[config.mk]
export PLATFORM = sky130hd
export DESIGN_NAME = uart_tx_arbiter
export DESIGN_NICKNAME = d
export VERILOG_FILES = /design/src/rtl/uart_tx_arbiter.sv
export SDC_FILE = /design/constraint.sdc
export NUM_CORES = 1
export LEC_CHECK = 0
export ABC_CLOCK_PERIOD_IN_PS = 4050
export BUFFER_PORTS_ARGS = -buffer_cell sky130_fd_sc_hd__buf_2
export CAP_MARGIN = 5
export CELL_PAD_IN_SITES_DETAIL_PLACEMENT = 1
export CELL_PAD_IN_SITES_GLOBAL_PLACEMENT = 2
export CORE_ASPECT_RATIO = 1.2
export CORE_UTILIZATION = 31
export DETAILED_ROUTE_END_ITERATION = 7
export PLACE_DENSITY = 0.84
export RECOVER_POWER = 100
export SYNTH_ARGS = -nofsm -noshare
export SYNTH_HDL_FRONTEND = slang
export SYNTH_SLANG_ARGS = --single-unit
[constraint.sdc]
create_clock -name clk -period 4.05 [get_ports clk]
set_input_delay 0.2025 -clock clk [delete_from_list [all_inputs] [get_ports clk]]
set_output_delay 0.2025 -clock clk [all_outputs]
set_load 0.02 [all_outputs]
[src/rtl/uart_tx_arbiter.sv]
// -----------------------------------------------------------------------------
// uart_tx_arbiter
//
// Purpose:
//   Shares one UART transmitter between two byte requesters. A round-robin
//   pointer picks the winner of a tie. A requester that wins is locked in as
//   owner until it sends a byte marked "last", so a packet is never split.
//   Each accepted byte is handed to the transmitter with a one-cycle start
//   pulse. If the transmitter does not raise tx_busy within TIMEOUT_CNT
//   cycles, the byte is dropped and the lock is released.
//
// Ports:
//   clk, rst_n               clock (rising edge), asynchronous active-low reset
//   reqN_valid/data/last     requester N offers a byte; last marks packet end
//   reqN_ready               requester N byte accepted this cycle
//   tx_data, tx_start        byte and one-cycle start pulse to the transmitter
//   tx_busy                  transmitter is shifting a frame
//   grant                    one-hot current owner, 2'b00 when nobody owns it
//   timeout_err              one-cycle pulse when tx_busy never rose
//   dbg_state_o              current FSM state, for observation only
//
// Handshake: a byte moves on a rising edge where reqN_valid && reqN_ready are
// both high. A requester keeps valid, data and last stable until it sees
// ready. ready is combinational from the registered state and the valids. It
// is only high in IDLE, for at most one requester, and never during reset.
// -----------------------------------------------------------------------------
module uart_tx_arbiter #(
  parameter int TIMEOUT_CNT = 16
) (
  input  logic       clk,
  input  logic       rst_n,
  input  logic       req0_valid,
  input  logic [7:0] req0_data,
  input  logic       req0_last,
  output logic       req0_ready,
  input  logic       req1_valid,
  input  logic [7:0] req1_data,
  input  logic       req1_last,
  output logic       req1_ready,
  output logic [7:0] tx_data,
  output logic       tx_start,
  input  logic       tx_busy,
  output logic [1:0] grant,
  output logic       timeout_err,
  output logic [1:0] dbg_state_o
);

  localparam int CW = $clog2(TIMEOUT_CNT) + 1;
  localparam logic [CW-1:0] CNT_LAST = CW'(TIMEOUT_CNT - 1);
  localparam logic [CW-1:0] CNT_MAX  = {CW{1'b1}};

  typedef enum logic [1:0] {
    IDLE      = 2'd0,
    START     = 2'd1,
    WAIT_ACK  = 2'd2,
    WAIT_DONE = 2'd3
  } state_e;

  state_e          state_q, state_d;
  logic            rr_q, rr_d;         // requester that wins the next tie
  logic            lock_q, lock_d;     // owner holds the channel mid-packet
  logic            owner_q, owner_d;   // 0 = requester 0, 1 = requester 1
  logic            last_q, last_d;     // captured last flag of byte in flight
  logic [7:0]      tx_data_q, tx_data_d;
  logic [CW-1:0]   cnt_q, cnt_d;       // cycles spent waiting for tx_busy

  logic            sel_valid;
  logic            sel_id;
  logic            timeout_pulse;

  // Winner selection. This only happens in IDLE. While locked, only the
  // owner is considered. rst_n gates the result so that ready stays low
  // while reset is held, even if the requesters are presenting data.
  always_comb begin
    sel_valid = 1'b0;
    sel_id    = 1'b0;
    if (rst_n && (state_q == IDLE)) begin
      if (lock_q) begin
        sel_valid = owner_q ? req1_valid : req0_valid;
        sel_id    = owner_q;
      end else if (req0_valid && req1_valid) begin
        sel_valid = 1'b1;
        sel_id    = rr_q;
      end else if (req0_valid) begin
        sel_valid = 1'b1;
        sel_id    = 1'b0;
      end else if (req1_valid) begin
        sel_valid = 1'b1;
        sel_id    = 1'b1;
      end
    end
  end

  always_comb begin
    state_d       = state_q;
    rr_d          = rr_q;
    lock_d        = lock_q;
    owner_d       = owner_q;
    last_d        = last_q;
    tx_data_d     = tx_data_q;
    cnt_d         = cnt_q;
    timeout_pulse = 1'b0;
    case (state_q)
      IDLE: begin
        if (sel_valid) begin
          owner_d   = sel_id;
          lock_d    = 1'b1;
          last_d    = sel_id ? req1_last : req0_last;
          tx_data_d = sel_id ? req1_data : req0_data;
          state_d   = START;
        end
      end
      START: begin
        cnt_d   = '0;
        state_d = WAIT_ACK;
      end
      WAIT_ACK: begin
        if (tx_busy) begin
          state_d = WAIT_DONE;
        end else if (cnt_q == CNT_LAST) begin
          // The transmitter never started. The byte is dropped, the lock is
          // released, and rr stays as it was, because the packet did not
          // finish normally.
          timeout_pulse = 1'b1;
          lock_d        = 1'b0;
          state_d       = IDLE;
        end else if (cnt_q != CNT_MAX) begin
          cnt_d = cnt_q + 1'b1;
        end
      end
      WAIT_DONE: begin
        if (!tx_busy) begin
          state_d = IDLE;
          if (last_q) begin
            lock_d = 1'b0;
            rr_d   = ~owner_q;
          end
        end
      end
      default: state_d = IDLE;
    endcase
  end

  always_ff @(posedge clk or negedge rst_n) begin
    if (!rst_n) begin
      state_q   <= IDLE;
      rr_q      <= 1'b0;
      lock_q    <= 1'b0;
      owner_q   <= 1'b0;
      last_q    <= 1'b0;
      tx_data_q <= 8'h00;
      cnt_q     <= '0;
    end else begin
      state_q   <= state_d;
      rr_q      <= rr_d;
      lock_q    <= lock_d;
      owner_q   <= owner_d;
      last_q    <= last_d;
      tx_data_q <= tx_data_d;
      cnt_q     <= cnt_d;
    end
  end

  assign req0_ready  = sel_valid & ~sel_id;
  assign req1_ready  = sel_valid &  sel_id;
  assign tx_data     = tx_data_q;
  assign tx_start    = (state_q == START);
  assign timeout_err = timeout_pulse;
  // The owner stays visible for as long as it holds the lock or has a byte
  // in flight. The latter covers the final cycle of a packet.
  assign grant       = (lock_q || (state_q != IDLE)) ? (owner_q ? 2'b10 : 2'b01) : 2'b00;
  assign dbg_state_o = state_q;

endmodule

# Word-level counts from Yosys, hierarchy flattened
# Index checks and enable logic that the tools add are counted.
[word_totals]
reg_bits = 19
ramBits = 0
latch_bits = 0
romBits = 0
in_bits = 23
memories = 0
[classes]
addsub = 1
bitwise_logic = 5
muxes = 32
n_reduce_logical = 12
div = 0
shift = 0
n_mul = 0
n_eq_ne = 13
magnitude_cmp = 0
[ops]
columns = ["operator", "count"]
rows = [
  ["2-to-1 mux 1 bit", 19],
  ["2-to-1 mux 5 bit", 3],
  ["inequality test 2 bit, second input constant", 7],
  ["2-to-1 mux 2 bit", 6],
  ["one-hot mux 5 bit (2 select lines)", 1],
  ["2-to-1 mux 8 bit", 1],
  ["one-hot mux 2 bit (4 select lines)", 1],
  ["AND reduction 3 bit", 2],
  ["AND reduction 6 bit", 1],
  ["adder 5 x 1 -> 5 bit, second input constant", 1],
  ["== test 5 x 4 -> 1 bit, second input constant", 1],
  ["inequality test 5 bit, second input constant", 1],
  ["== test 2 bit, second input constant", 2],
  ["AND reduction 4 bit", 1],
  ["nonzero test 2 bit", 2],
  ["inequality test 3 bit, second input constant", 1],
  ["NOT 1 bit", 3],
  ["one-hot mux 1 bit (3 select lines)", 1],
  ["nonzero test 3 bit", 1],
  ["bitwise AND 1 bit", 2],
  ["== test 2 x 1 -> 1 bit, second input constant", 1],
  ["logical AND 1 bit", 2],
  ["logical NOT 2 bit", 1],
  ["AND reduction 2 bit", 1],
  ["logical OR 1 bit", 1],
]

# Depth between registers and ports, before layout
[logic_depth]
depth_word = 7
ltp_mapped = 7
ltp_nobuf = 7

# Least setup slack after synthesis
# Ideal clock, no wire load.
[synth_timing]
path_type = "reg2out"
start = "register state_q[0], in the netlist dbg_state_o[0]"
end = "output port req0_ready"
path_slack_ns = 2.104
arrival_time_ns = 1.743
path_stages_with_launch = 7
path_buffers = 1
path_cell_list = "dfrtp_1 inv_1 ha_1 nand2_1 a211oi_2 buf_2 nor2b_1"
[synth_between]
elab_chain_len = 5
[synth_rtl]
columns = ["element", "line", "source"]
rows = [
  ["from (decl)", "59", "state_e state_q, state_d;"],
  ["from (signal assigned)", "154", "state_q <= state_d;"],
  ["logical NOT 2 bit *", "77", "if (rst_n && (state_q == IDLE)) begin"],
  ["logical AND 1 bit *", "77", ""],
  ["2-to-1 mux 1 bit", "77", ""],
  ["NOT 1 bit", "164", "assign req0_ready = sel_valid & ~sel_id;"],
  ["bitwise AND 1 bit *", "164", ""],
  ["to (decl)", "35", "output logic req0_ready,"],
]
# Mark *: on every way between the ends. The rest lies on a longest branch, timed or not.

# Final worst setup path
[layout_timing]
start = "input port rst_n"
end = "output port req1_ready"
[layout_between]
elab_chain_len = 3
[layout_rtl]
columns = ["element", "line", "source"]
rows = [
  ["from (decl)", "31", "input logic rst_n,"],
  ["logical AND 1 bit *", "77", ""],
  ["2-to-1 mux 1 bit", "77", ""],
  ["bitwise AND 1 bit *", "165", "assign req1_ready = sel_valid & sel_id;"],
  ["to (decl)", "39", "output logic req1_ready,"],
]
# Marked as above.

==> results.txt <==
Ys flop type: dfrtp_1
Period utilization: 73.8%
# rows: 24
CP arrival: 2.79 ns
Ys Warns: 0
Outcome: complete, no violations
Num ports: 39
Synth area leader: dfrtp_1
Fin. max-slew vios: 0
Post-synthesis async set-or-reset flop share: 100%
Final wirelength: 3.02 mm
Fmax: 0.334 GHz
Min-delay worst type: in2reg
CTS H-tree depth: 1
Power Total: 0.000988 W
Root buf cell: clkbuf_8
GRT Overall Usage: 16.6%
Register area share after synthesis: 40.2%
Leak: 0.622 nW
DR iter-0 viols: 33
Area delta synth->final: 21.8%
Syn Inst Count: 132
Routed Antenna Nets: 0
Worst-path clk slew: 0.08 ns
Avg Cell Area, Syn: 8.97 um^2
Met1 GRT Util: 21.7%
Crit. End Element: output port
Fillers: 458
Top Usage Layer GRT: met2
Largest net degree at the start of global routing: 22
Most frequent cell after synthesis: dfrtp_1
Grt met3 use: 1.68%
Worst-Skew Late Latency: 0.25 ns
Slew headroom: 23.4%
Unique masters post-synth: 34
Post-layout net count: 203
Unrepaired setup endpoints after global routing: false
Max-cap violations: 0
Post-layout min period: 2.99 ns
Setup_tns: 0 ns
Wire per inst: 13.5 um
Power density over the cells: 685 mW/mm^2
DRT Pass-1 Iters: 2
Core area: 0.00363 mm^2
FF/Latch Area: 475 um^2
Global-route wire length before repair: 5.27 mm
Vias in the first global route: 1142
# diodes: 0
Longest Clk Path Bufs: 2
Worst slew pin tran: 1.15 ns
Top post-synthesis cells by area: dfrtp_1, ha_1, o21ai_0, nor2_1, a31oi_1
Hold-fix buffers, CTS: 1
Syn Nets: 163
Pre-CTS setup slack: 1.90 ns
Share of cells above drive strength 1: 19.9%
Initial antenna violation count: 0
Min Hold Slack: 0.200 ns
FF-to-FF Start: cnt_q[0]
GR Overflow Total: 0
Die Height: 69.7 um
# port buffers: 38
Seq cells post-synth: 19
CTS tree: built
Die W: 58.4 um
Endpoints failing setup: 0
Met2 Use GR: 28.7%
Worst hold start: req1_data[6]
Residual DRC: 0
Number of flops mapped to enable cells by yosys: 0
Synth top area share: 40.2%
Final Skew: 0.00313 ns
Critical path peak fanout: 21
Num CTS Buffers: 3
Slowest Stage Delay on Critical Path: 0.84 ns
Via/cell ratio: 4.94
Worst setup margin: 1.06 ns
Final HPWL DP: 2.36 mm
Die footprint: 0.00407 mm^2
Crit path kind: in2out
CTS Sinks: 19
Via count: 1102
CP required: 3.85 ns
CP Cell Sequence: dlygate4sd3_1 > clkbuf_1 > nand2_1 > nor2_1 > and3_1 > buf_2
Starting Density: 32.6%
Postcts setup bufs: 0
Mapped cell area: 0.00118 mm^2
Multi-input logic area: 644 um^2
Worst-path cell with the longest stage delay: clkbuf_1
Final hold viol count: 0
CP Launch Type: input port
Cts repair resizes: 0
Post-synth top cells: dfrtp_1, nor2_1, o21ai_0
CP Launch Point: rst_n
Worst vdd ir: 0.207 mV
Final GP Congestion: 0.796
cell usage in the layout (no fill, tap or decap):
cell / Yosys / layout
a211o_1: 1 / 1
a211oi_2: 2 / 2
a21boi_0: 1 / 1
a21o_1: 1 / 1
a21oi_1: 7 / 7
a221o_1: 1 / 1
a22o_1: 1 / 1
a31oi_1: 9 / 9
and2_1: 1 / 1
and2b_2: 2 / 2
and3_1: 2 / 2
buf_2: 3 / 22
buf_4: 0 / 1
clkbuf_1: 1 / 16
clkbuf_8: 0 / 3
clkinv_2: 0 / 1
dfrtp_1: 19 / 19
dlygate4sd3_1: 0 / 1
ha_1: 8 / 8
inv_1: 6 / 6
mux2_2: 2 / 2
mux2i_1: 2 / 2
nand2_1: 6 / 6
nand2b_1: 3 / 3
nand3_1: 11 / 11
nand3b_1: 0 / 1
nand4_1: 1 / 1
nor2_1: 18 / 18
nor2b_1: 1 / 1
nor3_1: 1 / 1
nor4b_1: 1 / 2
o21ai_0: 14 / 14
o22a_2: 1 / 1
o31ai_1: 1 / 1
or2_0: 1 / 1
or3_1: 1 / 1
registers in the layout, indices dropped and copies added, names as in the netlist:
| signal | cells |
|---|---|
| owner_q | 1 |
| tx_data | 8 |
| lock_q | 1 |
| last_q | 1 |
| cnt_q | 5 |
| rr_q | 1 |
| dbg_state_o | 2 |
report_power, final:
part / total (W) / switching, W / internal, W
sequential: 0.000335 / 0.0000658 / 0.000269
combinational: 0.000520 / 0.000324 / 0.000196
clock: 0.000133 / 0.0000647 / 0.0000683
total: 0.000988 / 0.000454 / 0.000533
logic make-up after synthesis:
logic type / count (synthesis) / share of synthesized area, %
adders and majority gates: 8 / 8.46
buffers and inverters: 11 / 3.80
muxes: 4 / 3.59
DFF: 19 / 40.2
AOI/OAI and AO/OA: 39 / 20.8
and+or+nand+nor: 51 / 23.2
final timing paths:
path	slack (ns)	depth (start not counted)	to
max	1.06	6	req1_ready
min	0.20	3	tx_data[6]
max reg2reg	1.61	7	cnt_q[3]
min reg2reg	0.47	1	cnt_q[3]
max in group asynchronous	2.67	2	lock_q
min in group asynchronous	0.69	2	dbg_state_o[0]
area by class of cell:
class	count	share of cell area, %
clock buffers	3	2.86
clock inverters	1	0.347
inverters	6	1.56
multi-input cells	102	44.7
flip-flops and latches	19	33.0
well taps	52	4.51
repair buffers	40	13.0
critical path: cells and delay by family:
kind | cells | cell delay (ns)
buffers and inverters | 3 | 1.52
and+or+nand+nor | 3 | 1.06
metrics by stage:
stage	instances	utilization (%)	area, um^2
2_1_floorplan	132	-	1180
3_3_place_gp	218	39.2	1420
3_5_place_dp	218	39.2	1420
4_1_cts	223	40.7	1480
5_1_grt	223	39.7	1440
6_report	223	39.7	1440
layer usage:
metal | vias up | part of all wire (%)
li1 | 550 | -
met1 | 522 | 46
met2 | 28 | 50
met3 | 2 | 3.3
met4 | 0 | 0.46
met5 | - | 0
Note: power is estimated with default switching activity, not from simulation.
